--- config.mk ---
export PLATFORM = sky130hd
export DESIGN_NAME = coeff_bank_flat
export DESIGN_NICKNAME = d
export VERILOG_FILES = /design/src/rtl/eq_coeff_pkg.sv /design/src/rtl/coeff_bank_if.sv /design/src/rtl/coeff_slot.sv /design/src/rtl/coeff_bank.sv /design/src/flat_wrapper.sv
export SDC_FILE = /design/constraint.sdc
export NUM_CORES = 2
export LEC_CHECK = 0
export ABC_AREA = 1
export CAP_MARGIN = 20
export CORE_UTILIZATION = 55
export DETAILED_ROUTE_END_ITERATION = 16
export PLACE_DENSITY_LB_ADDON = 0.05
export SETUP_SLACK_MARGIN = 0.1
export SLEW_MARGIN = 20
export SYNTH_ARGS = -nofsm -noshare
export SYNTH_HDL_FRONTEND = slang
export SYNTH_HIERARCHICAL = 1
export SYNTH_SLANG_ARGS = --single-unit
--- constraint.sdc ---
create_clock -name clk -period 2.2 [get_ports clk]
set_clock_uncertainty 0.15 [all_clocks]
set_input_delay 0.44 -clock clk [delete_from_list [all_inputs] [get_ports clk]]
set_output_delay 0.44 -clock clk [all_outputs]
set_load 0.01 [all_outputs]
--- src/rtl/eq_coeff_pkg.sv ---
// Shared constants, types and address helper for the equalizer coefficient store.
// Entries are laid out band-major: address = band*COEFFS_PER_BAND + index.
package eq_coeff_pkg;

  localparam int NUM_BANDS       = 8;
  localparam int COEFFS_PER_BAND = 5;
  localparam int COEFF_W         = 16;
  localparam int ADDR_W          = 6;
  localparam int DEPTH           = NUM_BANDS * COEFFS_PER_BAND;

  typedef logic [COEFF_W-1:0] coeff_t;
  typedef logic [ADDR_W-1:0]  addr_t;

  // Q2.14 value of +1.0; a biquad with b0 = UNITY and all else 0 is a wire.
  localparam coeff_t UNITY = 16'h4000;

  typedef enum logic [2:0] {
    IDX_B0 = 3'd0,
    IDX_B1 = 3'd1,
    IDX_B2 = 3'd2,
    IDX_A1 = 3'd3,
    IDX_A2 = 3'd4
  } coeff_idx_e;

  function automatic addr_t coeff_addr(input int unsigned band, input coeff_idx_e idx);
    return addr_t'(band * COEFFS_PER_BAND + int'(idx));
  endfunction

endpackage

--- src/rtl/coeff_bank_if.sv ---
// Write/swap/read bus between the input register, the swap controller,
// the filter datapath and the coefficient bank.
interface coeff_bank_if;
  import eq_coeff_pkg::*;

  logic   i_wr_en;
  addr_t  i_wr_addr;
  coeff_t i_wr_data;
  logic   i_coeffs_en;
  addr_t  i_rd_addr;
  coeff_t o_rd_data;
  logic   o_swap_done;
  logic   o_dirty;
  addr_t  o_wr_count;
  logic   o_addr_err;

  modport master (
    output i_wr_en, i_wr_addr, i_wr_data, i_coeffs_en, i_rd_addr,
    input  o_rd_data, o_swap_done, o_dirty, o_wr_count, o_addr_err
  );

  modport slave (
    input  i_wr_en, i_wr_addr, i_wr_data, i_coeffs_en, i_rd_addr,
    output o_rd_data, o_swap_done, o_dirty, o_wr_count, o_addr_err
  );

endinterface

--- src/rtl/coeff_slot.sv ---
// One coefficient entry: a shadow register written serially and an active
// register that takes the shadow value on swap.
module coeff_slot
  import eq_coeff_pkg::*;
#(
  parameter coeff_t INIT = '0
) (
  input  logic   clk,
  input  logic   rst,
  input  logic   clk_enable,
  input  logic   wr_en,
  input  coeff_t wr_data,
  input  logic   swap,
  output coeff_t active
);

  coeff_t shadow;

  // NOTE: both banks are real registers with a defined reset value, not RAM;
  // the filter must see a passthrough response straight out of reset.
  always_ff @(posedge clk) begin
    if (!rst) begin
      shadow <= INIT;
      active <= INIT;
    end else if (clk_enable) begin
      // NOTE: non-blocking assignment makes the swap copy the pre-edge shadow,
      // so a write on the same edge lands only in the shadow.
      if (wr_en) shadow <= wr_data;
      if (swap)  active <= shadow;
    end
  end

endmodule

--- src/rtl/coeff_bank.sv ---
// Double-buffered coefficient store: serial writes fill the shadow bank, a swap
// request copies it atomically to the active bank read by the filter datapath.
module coeff_bank
  import eq_coeff_pkg::*;
(
  input  logic         clk,
  input  logic         rst,
  input  logic         clk_enable,
  coeff_bank_if.slave  bus
);

  localparam addr_t DEPTH_A   = addr_t'(DEPTH);
  localparam addr_t COUNT_MAX = '1;

  coeff_t active [DEPTH];
  coeff_t rd_mux;
  logic   wr_valid;
  logic   rd_valid;
  logic   wr_ok;

  assign wr_valid = bus.i_wr_addr < DEPTH_A;
  assign rd_valid = bus.i_rd_addr < DEPTH_A;
  assign wr_ok    = bus.i_wr_en && wr_valid;

  for (genvar k = 0; k < DEPTH; k++) begin : g_slot
    localparam coeff_t INIT = ((k % COEFFS_PER_BAND) == int'(IDX_B0)) ? UNITY : '0;

    coeff_slot #(.INIT(INIT)) u_slot (
      .clk        (clk),
      .rst        (rst),
      .clk_enable (clk_enable),
      .wr_en      (wr_ok && (bus.i_wr_addr == addr_t'(k))),
      .wr_data    (bus.i_wr_data),
      .swap       (bus.i_coeffs_en),
      .active     (active[k])
    );
  end

  // NOTE: default first so every path assigns rd_mux and no latch is inferred.
  always_comb begin
    rd_mux = '0;
    if (rd_valid) rd_mux = active[bus.i_rd_addr];
  end

  always_ff @(posedge clk) begin
    if (!rst) begin
      bus.o_rd_data   <= '0;
      bus.o_swap_done <= 1'b0;
      bus.o_dirty     <= 1'b0;
      bus.o_wr_count  <= '0;
      bus.o_addr_err  <= 1'b0;
    end else if (clk_enable) begin
      bus.o_rd_data   <= rd_mux;
      bus.o_swap_done <= bus.i_coeffs_en;

      if ((bus.i_wr_en && !wr_valid) || !rd_valid) bus.o_addr_err <= 1'b1;

      // A write on the swap edge stays pending in the shadow, so it counts as
      // the first write of the next batch.
      if (bus.i_coeffs_en) begin
        bus.o_dirty    <= wr_ok;
        bus.o_wr_count <= wr_ok ? addr_t'(1) : '0;
      end else if (wr_ok) begin
        bus.o_dirty <= 1'b1;
        if (bus.o_wr_count != COUNT_MAX) bus.o_wr_count <= bus.o_wr_count + addr_t'(1);
      end
    end
  end

endmodule

--- src/flat_wrapper.sv ---
// flat-port wrapper written by rule: the top's interface ports become plain ports
module coeff_bank_flat import eq_coeff_pkg::*;
  (clk, rst, clk_enable, bus_i_wr_en, bus_i_wr_addr, bus_i_wr_data, bus_i_coeffs_en, bus_i_rd_addr, bus_o_rd_data, bus_o_swap_done, bus_o_dirty, bus_o_wr_count, bus_o_addr_err);
  coeff_bank_if bus_i ();
  input  logic clk;
  input  logic rst;
  input  logic clk_enable;
  input wire logic [$bits(bus_i.i_wr_en)-1:0] bus_i_wr_en;
  input wire logic [$bits(bus_i.i_wr_addr)-1:0] bus_i_wr_addr;
  input wire logic [$bits(bus_i.i_wr_data)-1:0] bus_i_wr_data;
  input wire logic [$bits(bus_i.i_coeffs_en)-1:0] bus_i_coeffs_en;
  input wire logic [$bits(bus_i.i_rd_addr)-1:0] bus_i_rd_addr;
  output wire logic [$bits(bus_i.o_rd_data)-1:0] bus_o_rd_data;
  output wire logic [$bits(bus_i.o_swap_done)-1:0] bus_o_swap_done;
  output wire logic [$bits(bus_i.o_dirty)-1:0] bus_o_dirty;
  output wire logic [$bits(bus_i.o_wr_count)-1:0] bus_o_wr_count;
  output wire logic [$bits(bus_i.o_addr_err)-1:0] bus_o_addr_err;
  assign bus_i.i_wr_en = bus_i_wr_en;
  assign bus_i.i_wr_addr = bus_i_wr_addr;
  assign bus_i.i_wr_data = bus_i_wr_data;
  assign bus_i.i_coeffs_en = bus_i_coeffs_en;
  assign bus_i.i_rd_addr = bus_i_rd_addr;
  assign bus_o_rd_data = bus_i.o_rd_data;
  assign bus_o_swap_done = bus_i.o_swap_done;
  assign bus_o_dirty = bus_i.o_dirty;
  assign bus_o_wr_count = bus_i.o_wr_count;
  assign bus_o_addr_err = bus_i.o_addr_err;
  coeff_bank u_core (.clk(clk), .rst(rst), .clk_enable(clk_enable), .bus(bus_i));
endmodule
==> impl_metrics.py <==
metrics = {
    "run_status": {
        "status": "complete, no violations",
    },
    "place": {
        "io_buffers": 57,
        "hpwl_um": 107900,
        "place_congestion": 0.9107,
    },
    "sta": {
        "timing_hold_violations_final": 0,
        "finalCritPeriodShare_pct": 94.82,
        "rsz0062_at_grt": "yes",
        "tightest_slew_ps": 692.2,
        "setup_viol": 0,
        "fmax_ghz": 0.4794,
        "period_needed_ps": 2086,
        "final_max_slew_viol_count": 0,
        "slew_headroom_pct": 53.69,
        "holdWs_ps": 84.76,
    },
    "critical_path": {
        "path_buf_inv": 3,
        "worstPathRequired_ps": 2740,
        "r2r_start": "u_core/g_slot[15].u_slot/active[0]",
        "arrival_ps": 2630,
        "end_kind": "flop",
        "cpLargestDelayFamily": "simple AND/OR/NAND/NOR gates",
        "crit_top_cell": "nand2_1",
        "path_cells": "clkdlybuf4s50_1, buf_4, nor2_4, nand3_1, nand2_1, inv_1, nand2_1, nand2_1, nand2_1, nand2_1, a21oi_2",
        "cp_max_fo": 30,
        "max_stage_delay_ps": 520,
        "slowest_stage": "clkdlybuf4s50_1",
        "critPathKind": "in -> reg",
        "critPathLaunch": "bus_i_rd_addr[3]",
        "cp-start-kind": "input port",
    },
    "synth": {
        "synth.avg_cell_area_um2": 6.300,
        "synth_cell_type_count": 31,
        "synth_top_area_share_pct": 42.36,
        "synthCells": 9789,
        "synth_warnings": 6,
        "synth_area_leaders": "dfxtp_1 42%, nand2_1 18%, nor2_1 16%",
        "synth_nets": 9823,
        "ys_seq_area_share_pct": 42.36,
        "synth.cell_area_mm2": 0.06168,
        "synth_area_leader_cell": "dfxtp_1",
        "ys_ff_latch": 1305,
    },
    "route": {
        "ant_nets": 0,
        "post-route-drc-count": 0,
        "detail_route.vias_per_cell": 4.800,
        "drt_pre_antenna_iters": 5,
        "drt_first_iter_violations": 4381,
        "drt-wirelength-per-cell_um": 15.28,
        "routed_wirelength_um": 174300,
        "vias": 54750,
    },
    "global_routing": {
        "grt_pass1_vias": 49580,
        "grt_pass1_wl_um": 273500,
        "grt_max_degree": 69,
        "grt_remaining_overflow": 0,
        "grt_usage_pct": 30.67,
        "antenna_found_initial": 2,
    },
    "floorplanning": {
        "dieArea_mm2": 0.1135,
        "io_pins": 58,
        "die_h_um": 336.9,
        "num_rows": 122,
        "start_util_pct": 55.58,
        "die-width_um": 336.9,
        "coreArea_mm2": 0.1110,
    },
    "clock_network": {
        "htree_levels": 4,
        "cts_tree": "built",
        "numClockSinks": 1305,
        "cts_setup_buffers": 0,
        "cts_max_path_buffers": 3,
        "cts_buffers": 142,
        "clkTransAtPathRegs_ps": 60,
        "root_buffer": "clkbuf_16",
        "clk_latency_ps": 760,
    },
    "hold_path": {
        "hold_path.class": "in -> reg",
        "min-delay-start": "bus_i_wr_data[4]",
    },
    "layout": {
        "area_growth_pct": 12.38,
        "layout-drive-gt1-share_pct": 9.297,
        "fin_nets": 9840,
        "fin_util_pct": 62.46,
    },
    "pwr": {
        "vdd_ir_drop_max_uv": 715.6,
        "p_leak_nw": 37.26,
        "p_comb_share_pct": 9.9,
        "swShare_pct": 25.39,
        "power_density_mw_per_mm2": 793.1,
        "intPower_mw": 41.01,
        "p_clk_share_pct": 45.1,
        "p_sw_mw": 13.96,
        "power_frac_seq_pct": 45.0,
    },
    "job": {
        "maxCapViolations": 0,
    },
}
==> cells in the mapped netlist <==
master and number:
o21ai_1 1, nor2_1 2639, a21oi_2 5, a211oi_1 2, buf_1 5, nor2_4 1
nand3_1 440, nor2_2 1, o221ai_1 16, inv_2 4, nand2_2 336, inv_1 1355
nor3_2 1, dfxtp_1 1305, clkbuf_1 34, o211ai_1 16, nor3_1 17, o22ai_1 16
a21oi_1 19, inv_8 1, nand2_1 3036, clkinv_1 1, and3_1 1, ha_1 1
nand4_1 1, buf_4 56, o21ai_0 72, buf_12 1, buf_2 215, buf_6 190
xor2_1 1
==> routing by layer <==
metal	GRT usage (%)	vias up	wire [µm]
met5	0	-	13
li1	-	28480	-
met3	5.257	264	11360
met1	42.81	24690	82220
met4	10.16	2	5370
met2	47.82	1311	75320
==> layout by cell type (no fill, tap or decap), types with 28 or more instances in the layout <==
master        n
clkbuf_16   148
o21ai_0      72
clkinv_2     28
nand2_1    3033
nor2_1     2635
nand2_2     339
inv_1      1355
buf_12      145
nand3_1     440
dfxtp_1    1302
buf_4       168
clkbuf_1     30
clkbuf_8     28
==> sequential cells by signal, indices dropped and copies added (netlist names) <==
register / count
u_core/g_slot.u_slot/shadow: 640
u_core/bus.o_dirty: 1
u_core/g_slot.u_slot/active: 640
u_core/bus.o_rd_data: 16
u_core/bus.o_wr_count: 6
u_core/bus.o_swap_done: 1
u_core/bus.o_addr_err: 1
==> path summary, 6_finish.rpt <==
kind / endpoint / slack [ps] / cells past startpoint
max: u_core/bus.o_rd_data[0] / 110 / 11
min: u_core/g_slot[32].u_slot/shadow[4] / 80 / 4
max reg2reg: u_core/bus.o_rd_data[0] / 170 / 13
min reg2reg: u_core/g_slot[25].u_slot/active[14] / 310 / 2
==> power groups by stage <==
stage / Sequential (mW) / Combinational [mW] / Clock [mW]
finish: 24.8 / 5.44 / 24.8
global route: 24.8 / 6.02 / 26.1
CTS: 24.8 / 5.38 / 25.2
detailed placement: 25.3 / 5.34 / 0
global placement: 25.3 / 5.28 / 0
floorplan: 25.2 / 3.32 / 0
==> what timing repair did <==
item / in CTS / in global routing
hold buffers: 5 / 0
endpoints found under the hold margin: 18 / 0
endpoints found under the setup margin: 110 / 179
cloned: 0 / 0
resized for setup: 28 / 16
==> through the flow <==
stage | total power [mW] | std cells | setup slack, ps | cell area (µm²) | TNS (ps)
CTS | 55.30 | 11410 | 106.3 | 69260 | 0
global route | 56.99 | 11410 | 74.45 | 69310 | 0
finish | 54.97 | 11410 | 114.0 | 69310 | 0
detailed placement | 30.61 | 11150 | -949.2 | 64400 | -341940
global placement | 30.54 | 11150 | -975.2 | 64400 | -315880
floorplan | 28.49 | 9789 | 193.6 | 61680 | 0
==> kinds of logic after synthesis <==
family          share of synthesized area [%]
compound gates                          1.426
xor+xnor                              0.01420
fa+ha+maj                             0.02028
buf+inv                                 14.46
flops                                   42.36
simple gates                            41.72
==> area by class of cell <==
type / instances / area (µm²)
Timing Repair Buffer: 374 / 4678
Inverter: 1361 / 5126
Clock inverter: 49 / 628.1
Multi-Input combinational cell: 6622 / 26680
Antenna cell: 1 / 2.502
Sequential cell: 1305 / 26130
Tap cell: 1488 / 1862
Fill cell: 10580 / 41660
Clock buffer: 206 / 4202
==> tightest hold or removal path, stage by stage <==
cell and delay [ps]:
buf_2 110, buf_12 200, nor2_1 140, nor2_1 50
Power figures use the tool's default switching activity.
